===== src/rtl/serial_shift_rx_if.sv =====
// serial_shift_rx_if
// Bundles the serial line, the downstream valid/ready byte handshake and the
// status/LED outputs of serial_shift_rx.
//   master : receiver side (drives data_o/valid_o/flags/led_o, reads rx_in/ready_i)
//   slave  : board/consumer side (drives rx_in/ready_i, reads everything else)
interface serial_shift_rx_if;
    logic       rx_in;
    logic       ready_i;
    logic [7:0] data_o;
    logic       valid_o;
    logic       frame_err_o;
    logic       overrun_o;
    logic       parity_err_o;
    logic [7:0] led_o;

    modport master (
        input  rx_in,
        input  ready_i,
        output data_o,
        output valid_o,
        output frame_err_o,
        output overrun_o,
        output parity_err_o,
        output led_o
    );

    modport slave (
        output rx_in,
        output ready_i,
        input  data_o,
        input  valid_o,
        input  frame_err_o,
        input  overrun_o,
        input  parity_err_o,
        input  led_o
    );
endinterface


===== src/rtl/serial_shift_rx.sv =====
// serial_shift_rx
// Receives start + 8 data (+ optional even parity) + stop frames from an
// idle-high serial line, sampling once per DIV clock cycles, and hands each
// byte downstream over valid/ready. The last handshaken byte is mirrored onto
// an active-low LED bank.
// Optional feature: define SERIAL_SHIFT_RX_PARITY_EN to add an even parity bit
// between the data bits and the stop bit.
// Ports:
//   clk    : system clock, rising edge
//   rst_n  : asynchronous active-low reset
//   bus    : serial_shift_rx_if.master
//            rx_in (in), ready_i (in), data_o/valid_o (byte handshake),
//            frame_err_o/parity_err_o (1-cycle pulses), overrun_o (sticky),
//            led_o (active-low copy of last transferred byte)
module serial_shift_rx #(
    parameter int unsigned DIV       = 1000,
    parameter bit          LSB_FIRST = 1'b1
) (
    input  logic                      clk,
    input  logic                      rst_n,
    serial_shift_rx_if.master         bus
);

    localparam int unsigned CntW = $clog2(DIV);

    typedef enum logic [2:0] {StIdle, StStart, StData, StParity, StStop} state_e;

    state_e          state_q;
    logic [CntW-1:0] cnt_q;
    logic [2:0]      bit_cnt_q;
    logic [7:0]      shreg_q;
    logic            sync_q;
    logic            rx_s_q;
    logic            rx_prev_q;
    logic [7:0]      data_q;
    logic            valid_q;
    logic            frame_err_q;
    logic            overrun_q;
    logic [7:0]      led_q;
    logic            par_bad;

`ifdef SERIAL_SHIFT_RX_PARITY_EN
    logic            par_bad_q;
    logic            parity_err_q;
    assign par_bad = par_bad_q;
`else
    assign par_bad = 1'b0;
`endif

    logic rx_fall;
    logic xfer;

    assign rx_fall = rx_prev_q & ~rx_s_q;
    assign xfer    = valid_q & bus.ready_i;

    always_ff @(posedge clk or negedge rst_n) begin
        if (!rst_n) begin
            state_q      <= StIdle;
            cnt_q        <= '0;
            bit_cnt_q    <= '0;
            shreg_q      <= '0;
            // Line idles high; resetting the synchronizer to 1 avoids a fake edge.
            sync_q       <= 1'b1;
            rx_s_q       <= 1'b1;
            rx_prev_q    <= 1'b1;
            data_q       <= 8'h00;
            valid_q      <= 1'b0;
            frame_err_q  <= 1'b0;
            overrun_q    <= 1'b0;
            led_q        <= 8'hFF;
`ifdef SERIAL_SHIFT_RX_PARITY_EN
            par_bad_q    <= 1'b0;
            parity_err_q <= 1'b0;
`endif
        end else begin
            sync_q      <= bus.rx_in;
            rx_s_q      <= sync_q;
            rx_prev_q   <= rx_s_q;
            frame_err_q <= 1'b0;
`ifdef SERIAL_SHIFT_RX_PARITY_EN
            parity_err_q <= 1'b0;
`endif

            if (xfer) begin
                valid_q   <= 1'b0;
                led_q     <= ~data_q;
                overrun_q <= 1'b0;
            end

            unique case (state_q)
                StIdle: begin
                    if (rx_fall) begin
                        state_q <= StStart;
                        cnt_q   <= CntW'(DIV / 2 - 1);
                    end
                end
                StStart: begin
                    if (cnt_q == '0) begin
                        if (rx_s_q) begin
                            state_q <= StIdle;
                        end else begin
                            state_q   <= StData;
                            cnt_q     <= CntW'(DIV - 1);
                            bit_cnt_q <= '0;
                        end
                    end else begin
                        cnt_q <= cnt_q - 1'b1;
                    end
                end
                StData: begin
                    if (cnt_q == '0) begin
                        cnt_q <= CntW'(DIV - 1);
                        if (LSB_FIRST) begin
                            shreg_q <= {rx_s_q, shreg_q[7:1]};
                        end else begin
                            shreg_q <= {shreg_q[6:0], rx_s_q};
                        end
                        if (bit_cnt_q == 3'd7) begin
`ifdef SERIAL_SHIFT_RX_PARITY_EN
                            state_q <= StParity;
`else
                            state_q <= StStop;
`endif
                        end else begin
                            bit_cnt_q <= bit_cnt_q + 1'b1;
                        end
                    end else begin
                        cnt_q <= cnt_q - 1'b1;
                    end
                end
`ifdef SERIAL_SHIFT_RX_PARITY_EN
                StParity: begin
                    if (cnt_q == '0) begin
                        cnt_q     <= CntW'(DIV - 1);
                        par_bad_q <= (^shreg_q) ^ rx_s_q;
                        state_q   <= StStop;
                    end else begin
                        cnt_q <= cnt_q - 1'b1;
                    end
                end
`endif
                StStop: begin
                    if (cnt_q == '0) begin
                        state_q     <= StIdle;
                        frame_err_q <= ~rx_s_q;
`ifdef SERIAL_SHIFT_RX_PARITY_EN
                        parity_err_q <= par_bad_q;
`endif
                        if (rx_s_q && !par_bad) begin
                            // A same-cycle handshake frees the holding register,
                            // so the new byte loads (overriding the valid clear).
                            if (!valid_q || xfer) begin
                                data_q  <= shreg_q;
                                valid_q <= 1'b1;
                            end else begin
                                overrun_q <= 1'b1;
                            end
                        end
                    end else begin
                        cnt_q <= cnt_q - 1'b1;
                    end
                end
                default: state_q <= StIdle;
            endcase
        end
    end

    assign bus.data_o      = data_q;
    assign bus.valid_o     = valid_q;
    assign bus.frame_err_o = frame_err_q;
    assign bus.overrun_o   = overrun_q;
    assign bus.led_o       = led_q;
`ifdef SERIAL_SHIFT_RX_PARITY_EN
    assign bus.parity_err_o = parity_err_q;
`else
    assign bus.parity_err_o = 1'b0;
`endif

endmodule


===== src/flat_wrapper.sv =====
// flat-port wrapper written by rule: the top's interface ports become plain ports
module serial_shift_rx_flat 
#(
    parameter int unsigned DIV       = 1000,
    parameter bit          LSB_FIRST = 1'b1
)
  (clk, rst_n, bus_rx_in, bus_ready_i, bus_data_o, bus_valid_o, bus_frame_err_o, bus_overrun_o, bus_parity_err_o, bus_led_o);
  serial_shift_rx_if bus_i ();
  input  logic clk;
  input  logic rst_n;
  input wire logic [$bits(bus_i.rx_in)-1:0] bus_rx_in;
  input wire logic [$bits(bus_i.ready_i)-1:0] bus_ready_i;
  output wire logic [$bits(bus_i.data_o)-1:0] bus_data_o;
  output wire logic [$bits(bus_i.valid_o)-1:0] bus_valid_o;
  output wire logic [$bits(bus_i.frame_err_o)-1:0] bus_frame_err_o;
  output wire logic [$bits(bus_i.overrun_o)-1:0] bus_overrun_o;
  output wire logic [$bits(bus_i.parity_err_o)-1:0] bus_parity_err_o;
  output wire logic [$bits(bus_i.led_o)-1:0] bus_led_o;
  assign bus_i.rx_in = bus_rx_in;
  assign bus_i.ready_i = bus_ready_i;
  assign bus_data_o = bus_i.data_o;
  assign bus_valid_o = bus_i.valid_o;
  assign bus_frame_err_o = bus_i.frame_err_o;
  assign bus_overrun_o = bus_i.overrun_o;
  assign bus_parity_err_o = bus_i.parity_err_o;
  assign bus_led_o = bus_i.led_o;
  serial_shift_rx #(.DIV(DIV), .LSB_FIRST(LSB_FIRST)) u_core (.clk(clk), .rst_n(rst_n), .bus(bus_i));
endmodule

===== config.mk =====
export PLATFORM = sky130hd
export DESIGN_NAME = serial_shift_rx_flat
export DESIGN_NICKNAME = d
export VERILOG_FILES = /design/src/rtl/serial_shift_rx_if.sv /design/src/rtl/serial_shift_rx.sv /design/src/flat_wrapper.sv
export SDC_FILE = /design/constraint.sdc
export NUM_CORES = 1
export LEC_CHECK = 0
export ABC_CLOCK_PERIOD_IN_PS = 6700
export CORE_MARGIN = 8
export CORE_UTILIZATION = 50
export DETAILED_ROUTE_END_ITERATION = 6
export GPL_ROUTABILITY_DRIVEN = 0
export PLACE_DENSITY = 0.8
export SLEW_MARGIN = 20
export SYNTH_ARGS = -nofsm -noshare
export SYNTH_HDL_FRONTEND = slang
export SYNTH_SLANG_ARGS = --single-unit

===== constraint.sdc =====
create_clock -name clk -period 6.7 [get_ports clk]
set_input_delay 1.34 -clock clk [delete_from_list [all_inputs] [get_ports clk]]
set_output_delay 1.34 -clock clk [all_outputs]
set_load 0.005 [all_outputs]

==> impl_metrics.toml <==
[outcome]
status = "finished, final reports clean"

[timing]
timing.final.crit_share_pct = 40.03
finalSetupTns_ps = 0
finalHoldViolations = 0
holdWs_ps = 359.1
worst_slew_margin_rel_pct = 53.82
rsz0062_at_grt = "false"
max_clock_freq_mhz = 372.8
fin_worst_skew_ps = 12.61
finalCriticalPeriod_ps = 2682
setup_viol = 0
slew_viol_final = 0
tightest_slew_ps = 687.6

[global_route]
gr-usage-met2_pct = 19.49
antenna_found_initial = 0
grt_overflow = 0
grt_util_all_layers_pct = 12.84
grt_max_degree = 47
grt_first_pass_wirelength_microns = 6679
grt.met1_usage_pct = 16.43
grt_pass1_vias = 1446
gr-max-usage-layer = "met2"
grt_use_met3_pct = 3.063

[critical_path]
cp_top_family = "flip-flops"
path_class = "flip-flop to output pin"
reg2reg_to = "u_core.cnt_q[7]"
cp_data_arrival_time_ps = 1340
crit_chain = "clkdlybuf4s50_1"
r2r-start = "u_core.cnt_q[6]"
path_depth = 1
rrSetupSlack_ps = 4160
critical_path.endpoint_type = "output pin"
start_kind = "flip-flop"
required_ps = 5360
crit_buf_inv = 1
slowest_stage = "dfstp_2"
rr_worst_depth = 5
critPathMaxFanout = 2
cpPeakStageDelay_ps = 540

[routing]
postRouteAntennaNets = 0
drt_pass1_iterations = 4
drtIter0Drc = 128
wl_per_cell_microns = 14.87
drc_errors = 0
via_per_inst = 5.677
wirelength_microns = 3821
vias = 1459

[clock_tree]
clock_sinks = 46
tritoncts = "done"
clk_path_buf_depth = 2
clock_latency_ps = 300
cts_hold_buf = 0
post_cts_resized = 0
clockRootBuffer = "clkbuf_8"
numCtsBuffers = 5
cts-htree-levels = 2
clkTransAtPathRegs_ps = 90
post_cts_buffers = 0

[logic_synthesis]
synth_edf_count = 0
synth_top_area_share_pct = 40.44
synth_flop_cell = "dfrtp_1"
async_flop_share_pct = 100.0
ys_warn_count = 0
synthesis.area_sq_um = 2166
ys_seq_elements = 46
synth_cells = 186
synth.distinct_cells = 53
synth_seq_area_share_pct = 53.78
synth.net_count = 193
yosys.area.top_type = "dfrtp_1"
ys_top_cells_by_area = "dfrtp_1 (40%), dfstp_2 (13%), mux2_2 (7.8%)"
avgSynthCellArea_sq_um = 11.64

[power]
fin_total_pwr_uw = 621.0
p_sw_share_pct = 28.96
p_switching_uw = 179.9
p_per_area_nw_per_um2 = 253.4
vdd_drop_max_mv = 0.1593
intPower_uw = 441.1
p_leak_nw = 1.063
pwr-share-comb_pct = 17.7
clock_power_share_pct = 27.2
seq_power_share_pct = 55.1

[floorplan]
die_y_microns = 81.82
io-pin-count = 24
core-area_sq_um = 4264
dieArea_sq_um = 6694
start_util_pct = 50.79
fp.dieW_microns = 81.82
rows = 24

[cells_and_area]
fin_nets = 211
fin_cells = 257
multiInputGateArea_sq_um = 905.9
drive_gt1_share_pct = 25.85
seqCellArea_sq_um = 1165
antenna_cells = 0
area_growth_pct = 13.17
fill_cells = 362

[run]
cap_violations = 0

[worst_hold_path]
holdPathStages = 0
hold_start = "u_core.sync_q"
hp-class = "flip-flop to flip-flop"
holdPathEnd = "u_core.rx_s_q"

[placement]
place_inst = 249
portBuffers = 22
dp_hpwl_microns = 2661
## synthesized netlist by cell type (4+ instances only)
cell type / count
a21o_2: 4
a21oi_1: 8
dfrtp_1: 35
dfstp_2: 11
mux2_2: 15
nand2_1: 14
nor2_1: 10
nor3_1: 4
o21ai_0: 14
or3_1: 4
## layout by cell type, fill, tap and decap left out, drive strengths merged, types with 4 or more instances in the layout
cell	synthesis	layout
dfstp	11	11
a21oi	9	9
clkbuf	4	5
nor3	4	4
clkdlybuf4s50	0	21
nand2	15	15
dfrtp	35	35
or3	4	4
o21ai	14	14
a21o	4	4
mux2	17	17
nor2	10	10
## power by group through the flow
stage	Sequential (mW)	Combinational, mW	Clock, mW
floorplan	0.338	0.0847	0
global placement	0.345	0.106	0
finish	0.342	0.110	0.169
detailed placement	0.346	0.112	0
CTS	0.341	0.112	0.176
global route	0.349	0.124	0.188
## worst max-delay path by stage
stage	startpoint	to	slack, ps
4_1_cts	u_core.bus.led_o[3]	bus_led_o[3]	4000
6_report	u_core.bus.led_o[3]	bus_led_o[3]	4020
3_3_place_gp	bus_ready_i	u_core.bus.data_o[2]	3820
5_1_grt	u_core.bus.led_o[6]	bus_led_o[6]	3970
2_1_floorplan	bus_ready_i	u_core.bus.data_o[6]	4470
3_5_place_dp	bus_ready_i	u_core.bus.data_o[2]	3800
## logic make-up after synthesis
logic type | count (synthesis) | synth area share (%)
flops | 46 | 53.78
xor+xnor | 1 | 0.4045
mux | 17 | 9.012
buf+inv | 13 | 4.390
fa+ha+maj | 3 | 1.733
other cells | 1 | 0.1731
compound gates | 43 | 13.29
simple gates | 62 | 17.22
## metrics by stage
| stage | area [sq um] | utilization [%] | setup WS (ps) |
|---|---|---|---|
| 6_report | 2451 | 57.48 | 4018 |
| 5_1_grt | 2451 | 57.48 | 3974 |
| 4_1_cts | 2449 | 57.42 | 3996 |
| 3_5_place_dp | 2359 | 55.31 | 3798 |
| 3_3_place_gp | 2359 | 55.31 | 3815 |
| 2_1_floorplan | 2166 | - | 4467 |
## flip-flops by register name, summed over array words and instances, names as in the netlist
signal,cells
u_core.shreg_q,8
u_core.bus.data_o,8
u_core.bus.led_o,8
u_core.rx_s_q,1
u_core.cnt_q,10
u_core.sync_q,1
u_core.bus.frame_err_o,1
u_core.rx_prev_q,1
u_core.bit_cnt_q,3
u_core.bus.valid_o,1
u_core.bus.overrun_o,1
u_core.state_q,3
## final cells by class
cell class	count	share of cell area, %
Sequential cell	46	47.52
Multi-Input combinational cell	127	36.96
Timing Repair Buffer	22	8.882
Clock buffer	5	2.808
Tap cell	52	2.654
Clock inverter	3	0.8678
Inverter	2	0.3063
## layer usage
metal | up-vias | part of all wire, %
li1 | 706 | -
met1 | 720 | 48
met2 | 26 | 46
met3 | 7 | 4.0
met4 | 0 | 2.4
met5 | - | 0
Power figures use the tool's default switching activity.
